--- src/rtl/home_pkg.sv ---
// -----------------------------------------------------------------------------
// home_pkg
// Shared definitions for the household load arbiter.
//   - requester index constants (bit positions in req/grant)
//   - per-slot FSM state encoding
//   - slot counter width
//   - popcount helper used for grant accounting
// -----------------------------------------------------------------------------
package home_pkg;

    localparam int HEAT   = 0;
    localparam int COOL   = 1;
    localparam int PUMP   = 2;
    localparam int SPRINK = 3;

    localparam int N_REQ = 4;
    localparam int CNT_W = 8;

    typedef enum logic [1:0] {
        S_IDLE    = 2'd0,
        S_ON_MIN  = 2'd1,
        S_ON_HOLD = 2'd2,
        S_LOCKOUT = 2'd3
    } slot_state_t;

    function automatic logic [2:0] popcount4(input logic [3:0] v);
        popcount4 = 3'(v[0]) + 3'(v[1]) + 3'(v[2]) + 3'(v[3]);
    endfunction

endpackage

--- src/rtl/load_arbiter_if.sv ---
// -----------------------------------------------------------------------------
// load_arbiter_if
// Request/grant bundle between the load controllers and the arbiter.
//   req        [3:0] load requests (heat, cool, pump, sprinkler)
//   fire             emergency shed, active-high
//   grant      [3:0] registered grant per requester
//   active_cnt [2:0] registered number of set grant bits
//   waiting          registered: some requester is eligible-but-unserved
// master = load side (drives req/fire), slave = arbiter side.
// -----------------------------------------------------------------------------
interface load_arbiter_if;

    logic [3:0] req;
    logic       fire;
    logic [3:0] grant;
    logic [2:0] active_cnt;
    logic       waiting;

    modport master (output req, fire, input grant, active_cnt, waiting);
    modport slave  (input req, fire, output grant, active_cnt, waiting);

endinterface

--- src/rtl/load_slot.sv ---
// -----------------------------------------------------------------------------
// load_slot
// Per-requester FSM (IDLE -> ON_MIN -> ON_HOLD -> LOCKOUT -> IDLE) with an
// 8-bit slot counter.
// Ports:
//   clk          rising-edge clock
//   reset        synchronous active-low reset
//   i_req        this requester's request
//   i_fire       emergency shed (forces LOCKOUT)
//   i_award      arbiter awards a grant this cycle (only acted on in IDLE)
//   o_state      current state
//   o_state_nxt  state after the coming edge
//   o_grant      registered grant
//   o_releasing  slot leaves ON_HOLD on the coming edge
// Build option: LOAD_ARB_LOCKOUT_EN enables the LOCKOUT-cycle hold-off;
// without it LOCKOUT lasts a single cycle.
// -----------------------------------------------------------------------------
module load_slot
    import home_pkg::*;
#(
    parameter int MIN_ON  = 16,
    parameter int LOCKOUT = 32
) (
    input  logic        clk,
    input  logic        reset,
    input  logic        i_req,
    input  logic        i_fire,
    input  logic        i_award,
    output slot_state_t o_state,
    output slot_state_t o_state_nxt,
    output logic        o_grant,
    output logic        o_releasing
);

    if (MIN_ON < 1 || MIN_ON > 255) begin : g_bad_min_on
        $error("load_slot: MIN_ON out of range 1..255");
    end
    if (LOCKOUT < 1 || LOCKOUT > 255) begin : g_bad_lockout
        $error("load_slot: LOCKOUT out of range 1..255");
    end

    localparam logic [CNT_W-1:0] MIN_LOAD  = CNT_W'(MIN_ON - 1);
`ifdef LOAD_ARB_LOCKOUT_EN
    localparam logic [CNT_W-1:0] LOCK_LOAD = CNT_W'(LOCKOUT - 1);
`else
    // A zero load makes LOCKOUT exit on the very next edge.
    localparam logic [CNT_W-1:0] LOCK_LOAD = '0;
`endif

    slot_state_t      r_state;
    slot_state_t      w_state_nxt;
    logic [CNT_W-1:0] r_cnt;
    logic [CNT_W-1:0] w_cnt_nxt;
    logic             r_grant;

    // NOTE: every output of a combinational block gets a default before any
    // branch; a path that leaves one unassigned would infer a latch.
    always_comb begin
        w_state_nxt = r_state;
        w_cnt_nxt   = r_cnt;
        if (i_fire) begin
            // Pinned here while fire is high, so countdown begins after it drops.
            w_state_nxt = S_LOCKOUT;
            w_cnt_nxt   = LOCK_LOAD;
        end else begin
            case (r_state)
                S_IDLE: begin
                    if (i_award) begin
                        w_state_nxt = S_ON_MIN;
                        w_cnt_nxt   = MIN_LOAD;
                    end
                end
                S_ON_MIN: begin
                    // req is deliberately ignored until the minimum time expires.
                    if (r_cnt == '0) w_state_nxt = S_ON_HOLD;
                    else             w_cnt_nxt   = r_cnt - 1'b1;
                end
                S_ON_HOLD: begin
                    if (!i_req) begin
                        w_state_nxt = S_LOCKOUT;
                        w_cnt_nxt   = LOCK_LOAD;
                    end
                end
                S_LOCKOUT: begin
                    if (r_cnt == '0) w_state_nxt = S_IDLE;
                    else             w_cnt_nxt   = r_cnt - 1'b1;
                end
                default: begin
                    w_state_nxt = S_IDLE;
                    w_cnt_nxt   = '0;
                end
            endcase
        end
    end

    // NOTE: sequential state uses non-blocking assignments so every flop
    // samples pre-edge values regardless of statement order.
    always_ff @(posedge clk) begin
        if (!reset) begin
            r_state <= S_IDLE;
            r_cnt   <= '0;
            r_grant <= 1'b0;
        end else begin
            r_state <= w_state_nxt;
            r_cnt   <= w_cnt_nxt;
            r_grant <= (w_state_nxt == S_ON_MIN) || (w_state_nxt == S_ON_HOLD);
        end
    end

    assign o_state     = r_state;
    assign o_state_nxt = w_state_nxt;
    assign o_grant     = r_grant;
    assign o_releasing = (r_state == S_ON_HOLD) && !i_req;

endmodule

--- src/rtl/load_arbiter.sv ---
// -----------------------------------------------------------------------------
// load_arbiter
// Grants up to MAX_ON of four household loads at once, each for at least
// MIN_ON cycles, with a LOCKOUT hold-off before a released load may return.
// Heat and cool are mutually exclusive. fire sheds every load immediately.
// Ports:
//   clk    rising-edge clock
//   reset  synchronous active-low reset
//   bus    load_arbiter_if.slave (req, fire in; grant, active_cnt, waiting out)
// Build option: LOAD_ARB_LOCKOUT_EN (see load_slot).
// -----------------------------------------------------------------------------
module load_arbiter
    import home_pkg::*;
#(
    parameter int MAX_ON  = 2,
    parameter int MIN_ON  = 16,
    parameter int LOCKOUT = 32
) (
    input  logic           clk,
    input  logic           reset,
    load_arbiter_if.slave  bus
);

    if (MAX_ON < 1 || MAX_ON > 4) begin : g_bad_max_on
        $error("load_arbiter: MAX_ON out of range 1..4");
    end

    slot_state_t w_state     [N_REQ];
    slot_state_t w_state_nxt [N_REQ];
    logic [3:0]  w_grant;
    logic [3:0]  w_releasing;
    logic [3:0]  w_award;
    logic [3:0]  w_elig;
    logic [3:0]  w_grant_nxt;
    logic [3:0]  w_lock_nxt;
    logic [2:0]  w_remaining;
    logic [1:0]  w_idx;
    logic        w_found;
    logic [1:0]  w_ptr_nxt;

    logic [1:0]  r_ptr;
    logic [2:0]  r_active_cnt;
    logic        r_waiting;

    for (genvar g = 0; g < N_REQ; g++) begin : g_slot
        load_slot #(
            .MIN_ON  (MIN_ON),
            .LOCKOUT (LOCKOUT)
        ) u_slot (
            .clk         (clk),
            .reset       (reset),
            .i_req       (bus.req[g]),
            .i_fire      (bus.fire),
            .i_award     (w_award[g]),
            .o_state     (w_state[g]),
            .o_state_nxt (w_state_nxt[g]),
            .o_grant     (w_grant[g]),
            .o_releasing (w_releasing[g])
        );
        assign w_elig[g]      = (w_state[g] == S_IDLE) && bus.req[g];
        assign w_grant_nxt[g] = (w_state_nxt[g] == S_ON_MIN) || (w_state_nxt[g] == S_ON_HOLD);
        assign w_lock_nxt[g]  = (w_state_nxt[g] == S_LOCKOUT);
    end

    // Releasing slots are always a subset of granted ones, so no underflow.
    assign w_remaining = popcount4(w_grant) - popcount4(w_releasing);

    always_comb begin
        w_award   = '0;
        w_found   = 1'b0;
        w_ptr_nxt = r_ptr;
        w_idx     = r_ptr;
        if (!bus.fire && (w_remaining < 3'(MAX_ON))) begin
            for (int k = 0; k < N_REQ; k++) begin
                w_idx = r_ptr + 2'(k);
                // Heat/cool interlock: a granted partner blocks the other,
                // even on the edge it releases.
                if (!w_found && w_elig[w_idx]
                    && !(w_idx == 2'(HEAT) && w_grant[COOL])
                    && !(w_idx == 2'(COOL) && w_grant[HEAT])) begin
                    w_award[w_idx] = 1'b1;
                    w_found        = 1'b1;
                    w_ptr_nxt      = w_idx + 2'd1;
                end
            end
        end
    end

    always_ff @(posedge clk) begin
        if (!reset) begin
            r_ptr        <= 2'd0;
            r_active_cnt <= 3'd0;
            r_waiting    <= 1'b0;
        end else begin
            r_ptr        <= w_ptr_nxt;
            r_active_cnt <= popcount4(w_grant_nxt);
            r_waiting    <= |(bus.req & ~w_grant_nxt & ~w_lock_nxt);
        end
    end

    assign bus.grant      = w_grant;
    assign bus.active_cnt = r_active_cnt;
    assign bus.waiting    = r_waiting;

endmodule

--- src/flat_wrapper.sv ---
// flat-port wrapper written by rule: the top's interface ports become plain ports
module load_arbiter_flat import home_pkg::*;
#(
    parameter int MAX_ON  = 2,
    parameter int MIN_ON  = 16,
    parameter int LOCKOUT = 32
)
  (clk, reset, bus_req, bus_fire, bus_grant, bus_active_cnt, bus_waiting);
  load_arbiter_if bus_i ();
  input  logic clk;
  input  logic reset;
  input wire logic [$bits(bus_i.req)-1:0] bus_req;
  input wire logic [$bits(bus_i.fire)-1:0] bus_fire;
  output wire logic [$bits(bus_i.grant)-1:0] bus_grant;
  output wire logic [$bits(bus_i.active_cnt)-1:0] bus_active_cnt;
  output wire logic [$bits(bus_i.waiting)-1:0] bus_waiting;
  assign bus_i.req = bus_req;
  assign bus_i.fire = bus_fire;
  assign bus_grant = bus_i.grant;
  assign bus_active_cnt = bus_i.active_cnt;
  assign bus_waiting = bus_i.waiting;
  load_arbiter #(.MAX_ON(MAX_ON), .MIN_ON(MIN_ON), .LOCKOUT(LOCKOUT)) u_core (.clk(clk), .reset(reset), .bus(bus_i));
endmodule
--- config.mk ---
export PLATFORM = sky130hd
export DESIGN_NAME = load_arbiter_flat
export DESIGN_NICKNAME = d
export VERILOG_FILES = /design/src/rtl/home_pkg.sv /design/src/rtl/load_arbiter_if.sv /design/src/rtl/load_slot.sv /design/src/rtl/load_arbiter.sv /design/src/flat_wrapper.sv
export SDC_FILE = /design/constraint.sdc
export NUM_CORES = 1
export LEC_CHECK = 0
export CORE_MARGIN = 2
export CORE_UTILIZATION = 48
export DETAILED_ROUTE_END_ITERATION = 8
export GPL_TIMING_DRIVEN = 0
export MAX_ROUTING_LAYER = met4
export PLACE_DENSITY = 0.75
export REMOVE_ABC_BUFFERS = 1
export SLEW_MARGIN = 20
export SYNTH_ARGS = -nofsm -noshare
export SYNTH_HDL_FRONTEND = slang
export SYNTH_SLANG_ARGS = --single-unit
--- constraint.sdc ---
create_clock -name clk -period 9.15 [get_ports clk]
set_input_delay 1.83 -clock clk [delete_from_list [all_inputs] [get_ports clk]]
set_output_delay 1.83 -clock clk [all_outputs]
set_load 0.01 [all_outputs]
---- Yosys cells after proc, flatten, opt, wreduce, memory -nomap -nowiden ----
Index checks and enable logic that the tools add are counted.
Widths: inputs -> output; s select.
storage, ports and cells
  input bits .............................. 7
  output and inout port bits .............. 8
  bits in registers ....................... 50
  logic and storage cells ................. 242
operators by class
  equal/unequal tests ..................... 40
  bitwise logic cells ..................... 8
  multiplexer cells ....................... 74
  add/sub/neg operators ................... 20
  $lt $le $gt $ge ......................... 9
  reduce and logical (&&, ||, !) cells .... 76
operator list
  kind                 count
  $mux 8               12
  $pmux 8 s3           4
  $mux 2               24
  $eq 2x2->1 const B   16
  $logic_and 1x1->1    32
  $logic_not 8->1      4
  $mux 4               8
  $pmux 2 s4           4
  $sub 8x1->8 const B  4
  $eq 2x1->1 const B   12
  $add 3x1->3          6
  $logic_not 1->1      16
  $logic_not 2->1      8
  $ne 2x2->1 const B   8
  $mux 1               14
  $lt 2x3->1 const B   4
  $or 4x4->4           3
  $reduce_and 3->1     4
  $reduce_or 2->1      5
  $add 2x1->2 const B  4
  $and 4x4->4          2
  $bmux 1 s2           4
  $demux 1 s2          4
  $ge 2x1->1 const B   4
  other kinds (11)     21

---- Depth between registers and ports, before layout ----
  depth after elaboration ................. 36
  mapped depth ............................ 21
  depth with buffers taken out ............ 20

---- Hierarchy ----
A second synthesis with hierarchy kept.
second synthesis, totals
  cell total of the unflattened synthesis .. 413
  area, all modules ....................... 3,538.4 µm²
by module, submodules not included
  module        cells each  times used  seq. area each (µm²)  area each (µm²)
  load_slot     76          4           220.2                 648.1
  load_arbiter  109         1           120.1                 945.9

---- Worst setup path before layout ----
Ideal clock, no wire load.
  path kind ............................... input port to flip-flop
  from .................................... input port bus_req[2]
  to ...................................... register u_core.r_active_cnt[1], in the netlist u_core.bus.active_cnt[1]
  setup time .............................. 115 ps
  buffers on the path ..................... 0
  stages .................................. 18
  slack ................................... 2,036 ps
  required time ........................... 9,035 ps
  arrival time ............................ 6,999 ps
  cells stage by stage .................... nor3b_1 > fa_1 > fa_1 > inv_1 > ha_1 > a21o_1 > ha_1 > xnor3_1 > nor3_1 > o211ai_1 > a31oi_1 > nor3_1 > nand2b_1 > ha_1 > ha_1 > fa_1 > ha_1 > and2_1
on the way
  word-level cells in the longest chain between the ends .. 33
  elaborated cells on any way between the ends .. 75
  those cells by class .................... 6 x add/sub; 1 x order compare; 8 x eq/ne; 35 x mux; 3 x bitwise; 22 x reduce/logical
ends and longest elaborated chain
  what                                              line                RTL
  from (decl)                                       flat_wrapper.sv:12  input wire logic [$bits(bus_i.req)-1:0] bus_req;
  $logic_and 1x1->1                                 load_arbiter.sv:60  assign w_elig[g] = (w_state[g] == S_IDLE) && bus.req[g];
  $bmux 1 s2                                        load_arbiter.sv:78  if (!w_found && w_elig[w_idx]
  $mux 1 (implied by the code)                      load_arbiter.sv:78
  $logic_and 1x1->1                                 load_arbiter.sv:79  && !(w_idx == 2'(HEAT) && w_grant[COOL])
  $logic_and 1x1->1                                 load_arbiter.sv:80  && !(w_idx == 2'(COOL) && w_grant[HEAT])) begin
  $mux 1                                            load_arbiter.sv:78
  $mux 1                                            load_arbiter.sv:73  if (!bus.fire && (w_remaining < 3'(MAX_ON))) begin
  $logic_not 1->1                                   load_arbiter.sv:78
  (+18 left out)                                    n/a
  $pmux 2 s4 (*)                                    load_slot.sv:66     case (r_state)
  $mux 2 (*)                                        load_slot.sv:61     if (i_fire) begin
  named net u_core.g_slot[1].u_slot.o_state_nxt[0]  load_slot.sv:30     output slot_state_t o_state_nxt,
  $eq 2x1->1 / $eq 2x2->1 (equally long branches)   load_arbiter.sv:61  assign w_grant_nxt[g] = (w_state_nxt[g] == S_ON_MIN) || (w_state_nxt[g] == S_ON_HOLD);
  $logic_or 1x1->1 (*)                              load_arbiter.sv:61
  named net u_core.w_grant_nxt[1]                   load_arbiter.sv:34  logic [3:0] w_grant_nxt;
  $add 1x1->2 (*)                                   home_pkg.sv:27      popcount4 = 3'(v[0]) + 3'(v[1]) + 3'(v[2]) + 3'(v[3]);
  $add 3x1->3 (*) (2 in series)                     home_pkg.sv:27
  to (signal assigned)                              load_arbiter.sv:96  r_active_cnt <= popcount4(w_grant_nxt);
  to (decl)                                         load_arbiter.sv:42  logic [2:0] r_active_cnt;
The timed path passes the listed nets; every way through them passes the cells marked *. The select of a mux whose other input is x is not followed.
A chain may end at the register's enable or synchronous reset.

---- Worst setup path in the final report ----
  from .................................... input port bus_req[2]
  to ...................................... register u_core.r_active_cnt[1], in the netlist u_core.bus.active_cnt[1]
on the way
  word-level cells in the longest chain between the ends .. 33
  elaborated cells on any way between the ends .. 75
  those cells by class .................... 6 x add/sub; 1 x order compare; 8 x eq/ne; 35 x mux; 3 x bitwise; 22 x reduce/logical
ends and longest elaborated chain
  what                                              line
  $logic_and 1x1->1                                 load_arbiter.sv:60
  $bmux 1 s2                                        load_arbiter.sv:78
  $mux 1 (implied by the code)                      load_arbiter.sv:78
  $logic_and 1x1->1                                 load_arbiter.sv:79
  $logic_and 1x1->1                                 load_arbiter.sv:80
  $mux 1                                            load_arbiter.sv:78
  $mux 1                                            load_arbiter.sv:73
  $logic_not 1->1                                   load_arbiter.sv:78
  (+18 left out)                                    n/a
  $pmux 2 s4 (*)                                    load_slot.sv:66
  $mux 2 (*)                                        load_slot.sv:61
  named net u_core.g_slot[0].u_slot.o_state_nxt[0]  load_slot.sv:30
  $eq 2x1->1 / $eq 2x2->1 (equally long branches)   load_arbiter.sv:61
  $logic_or 1x1->1 (*)                              load_arbiter.sv:61
  named net u_core.w_grant_nxt[0]                   load_arbiter.sv:34
  $add 1x1->2 (*)                                   home_pkg.sv:27
  $add 3x1->3 (*) (2 in series)                     home_pkg.sv:27
Marks and branches as above.

==> results.md <==
- Status: completed
- Period utilization: between 80% and 90%
- Min-delay src: u_core.g_slot[3].u_slot.r_cnt[7]
- Syn_area_per_cell: around 8.4 um^2
- Max Root-Sink Buffers: 2
- Area Growth Syn to Fin: 7.69%
- Clock transition at path regs: around 100 ps
- Max-slew violations: 0
- Leakage power: 1.48 nW
- WP data required: 9360 ps
- Die height: around 90 um
- Layout Utilization: 53.8%
- Synth warnings: 0
- Hold crit path type: flop to flop
- Fin. Hold Viols: 0
- ANT nets after route: 0
- Pin count of the biggest net entering global routing: 25
- Slowest-stage cell, CP: nor3b_1
- Fin nets: 470
- Async set-reset flop share out of synthesis: 0%
- VDD IR max: 119 uV
- Yosys cell types: 68
- Post-Syn Instances: 434
- Setup crit end kind: flop
- Hold depth: 1
- Vias in the first global route: around 3.0k
- DRT iter0 DRCs: 230
- Dpl ws: just over 900 ps
- Initial antenna violation count: 0
- Critical Path Fanout Max: 10
- Worst reg2reg endpoint: u_core.bus.active_cnt[1]
- Post-CTS Hold Buffers: 0
- GRT Total Usage: 22.3%
- Final Wtd Congestion: about 0.97
- Rel. slew slack: between 20 and 30%
- P per Cell Area: between 200 and 250 nW/um^2
- Seq/Total Area, Yosys: a little over a quarter
- Post-CTS Setup Bufs: 0
- Core area: roughly 7300 um^2
- CP arrival: approximately 8100 ps
- Crit-path cells: clkdlybuf4s50_1 -> nor3b_1 -> fa_1 -> fa_1 -> inv_1 -> ha_1 -> a21o_1 -> ha_1 -> xnor3_1 -> nor3_2 -> nand2_1 -> a311oi_1 -> nor3_1 -> nand2b_1 -> ha_1 -> ha_1 -> fa_1 -> ha_1 -> and2_1
- Period minus WS final: 7910 ps
- Residual DRC count: 0
- TritonCTS sink count: 50
- Final Skew: ~5.3 ps
- Yosys top cell by area: dfxtp_1
- Die ar.: about 8300 um^2
- TritonCTS Buffers: 5
- Synth top area share: between 20% and 30%
- CTS tree: built
- Drt via density: 5.94
- Die Wd: 91.2 um
- Final setup viols: 0
- First-pass GRT wire length: between 10 and 15 mm
- Seq cells post-synth: 50
- DR vias: around 3.2k
- Max cap viols: 0
- Syn Std Cell Area: 3650 um^2
- WS Path Type: primary input to flop
- Final setup margin: about 1200 ps
- Gr ovfl total: 0
- Least-Margin Pin Slew: about 1100 ps
- Post-synth EDFFs: 0
- Clock Latency Late Sink: about 310 ps
- Detailed Routing Iterations Pass 1: 4
- Crit start category: primary input
- Crit path from: bus_req[2]
- Max Clock Freq: 126 MHz
- R2r setup slk: 2760 ps
- Synth Flop Type: dfxtp_1
- Total Routed Length: slightly below 9 mm
- Post-detail-place hpwl: about 6.3 mm
- Initial Util: 50.0%
- Layout cells sized above 1: under 10%
- CTS resizes: 0
- ANT cells: 0
- CTS Root Buffer Type: clkbuf_8
- Reg2Reg Depth: 18
- TNS Setup: 0 ps
- Synth top area cells: dfxtp_1 27%, ha_1 9.3%, nand2_1 3.9%, nor2_1 3.4%, o21ai_0 3.3%
- Port-buffer cells: 14
- Largest stage delay on the critical path: approximately 720 ps
- RSZ-0062 raised after global routing: false
- Placement Rows: 31
- R2R Path Start: u_core.g_slot[2].u_slot.o_state[0]
- DR WL/cell: approximately 16 um
- WHS Endpoint: u_core.g_slot[3].u_slot.r_cnt[7]
- H-tree Lvls: 2
- Cell mode on critical path: ha_1
- Ports: 15
==> cells in the mapped netlist, drive strengths merged, types with 3 or more instances <==
| cell type | number |
|---|---|
| o211ai | 6 |
| nand3b | 6 |
| and2 | 18 |
| o21ai | 25 |
| o311ai | 4 |
| o21a | 5 |
| nor4b | 6 |
| clkbuf | 12 |
| o32ai | 4 |
| a22oi | 4 |
| a31o | 4 |
| ha | 27 |
| a31oi | 10 |
| or3b | 5 |
| or3 | 4 |
| dfxtp | 50 |
| and3 | 4 |
| nand2 | 38 |
| inv | 23 |
| o22ai | 4 |
| a211oi | 7 |
| nor4 | 4 |
| nor4bb | 4 |
| o2111ai | 4 |
| nor2 | 33 |
| nand3 | 11 |
| xnor2 | 5 |
| nor3 | 13 |
| fa | 4 |
| a21oi | 23 |
| nand2b | 10 |
| a211o | 3 |
| buf | 11 |
| mux2i | 7 |
| nor2b | 3 |
==> area by class of cell <==
type | count | area [um^2]
flip-flops and latches | 50 | 1000
repair buffers | 14 | 140
inverters | 23 | 86.3
well taps | 99 | 124
fillers | 741 | 3370
multi-input cells | 338 | 2440
clock inverters | 3 | 68.8
clock buffers | 5 | 68.8
==> cell usage in the layout (no fill, tap or decap), types with 4 or more instances in the layout <==
cell,netlist,layout
a211oi_1,4,4
a21oi_1,23,23
a22oi_1,4,4
a31o_2,4,4
a31oi_1,10,10
and2_1,18,18
and3_1,4,4
clkbuf_8,0,5
clkdlybuf4s50_1,0,14
dfxtp_1,50,50
fa_1,4,4
ha_1,27,27
inv_1,23,23
mux2i_1,7,7
nand2_1,38,38
nand2b_1,10,10
nand3_1,11,11
nand3b_1,6,6
nor2_1,33,33
nor3_1,12,11
nor4b_1,6,6
nor4bb_1,4,4
o2111ai_1,4,4
o211ai_1,6,6
o21a_1,5,5
o21ai_0,24,24
o22ai_1,4,4
o32ai_1,4,4
or3_1,4,4
or3b_1,4,4
xnor2_1,5,5
==> state kept, by name, indices dropped and copies added (netlist names) <==
signal,flops
u_core.g_slot.u_slot.r_cnt,32
u_core.g_slot.u_slot.o_state,8
u_core.g_slot.u_slot.o_grant,4
u_core.bus.active_cnt,3
u_core.r_ptr,2
u_core.bus.waiting,1
==> critical path: cells and delay by family <==
family | cells | cell delay, ps
AOI/OAI and AO/OA | 2 | 630
xor gates and xnor gates | 1 | 340
adders and majority gates | 8 | 2840
buffers and inverters | 2 | 530
and+or+nand+nor | 6 | 1920
==> per-layer routing <==
| layer | vias up | track usage (%) | part of all wire, % | routed length (um) |
|---|---|---|---|---|
| met3 | 6 | 2.82 | 4.0 | 344 |
| met1 | 1474 | 29.1 | 47 | 4120 |
| met5 | - | - | 0 | 0 |
| li1 | 1598 | - | - | - |
| met4 | 0 | 6.44 | 1.2 | 108 |
| met2 | 81 | 36.4 | 47 | 4120 |
==> report_power, final <==
| part | switching, mW | internal, mW |
|---|---|---|
| registers | 0.0478 | 0.246 |
| clock network | 0.0809 | 0.110 |
| logic | 0.265 | 0.195 |
==> kinds of logic (layout without fill, tap and decap cells) <==
logic type	Yosys count	after routing	share of synthesized area (%)
AND/OR/NAND/NOR	171	171	26.6
XOR/XNOR	6	6	1.82
buffers and inverters	46	45	5.90
adder cells (fa/ha/maj)	31	31	11.5
multiplexers	11	11	3.77
flip-flops	50	50	27.5
AO/OA/AOI/OAI	119	119	23.0
==> how the worst max path moves through the flow <==
stage / endpoint / slack (ps) / cells past startpoint
floorplan: u_core.bus.active_cnt[1] / 2040 / 18
global placement: u_core.bus.active_cnt[1] / 600 / 19
detailed placement: u_core.bus.active_cnt[1] / 930 / 19
CTS: u_core.bus.active_cnt[1] / 1270 / 19
global route: u_core.bus.active_cnt[1] / 1000 / 19
finish: u_core.bus.active_cnt[1] / 1240 / 19
==> stage by stage <==
stage | total power, mW | hold WS (ps) | instances | instance area, um^2
floorplan | 0.626 | 439 | 411 | 3520
global placement | 0.741 | 466 | 524 | 3780
detailed placement | 0.752 | 473 | 524 | 3790
CTS | 0.946 | 497 | 532 | 3930
global route | 1.02 | 515 | 532 | 3930
finish | 0.944 | 493 | 532 | 3930
Power figures use the tool's default switching activity.
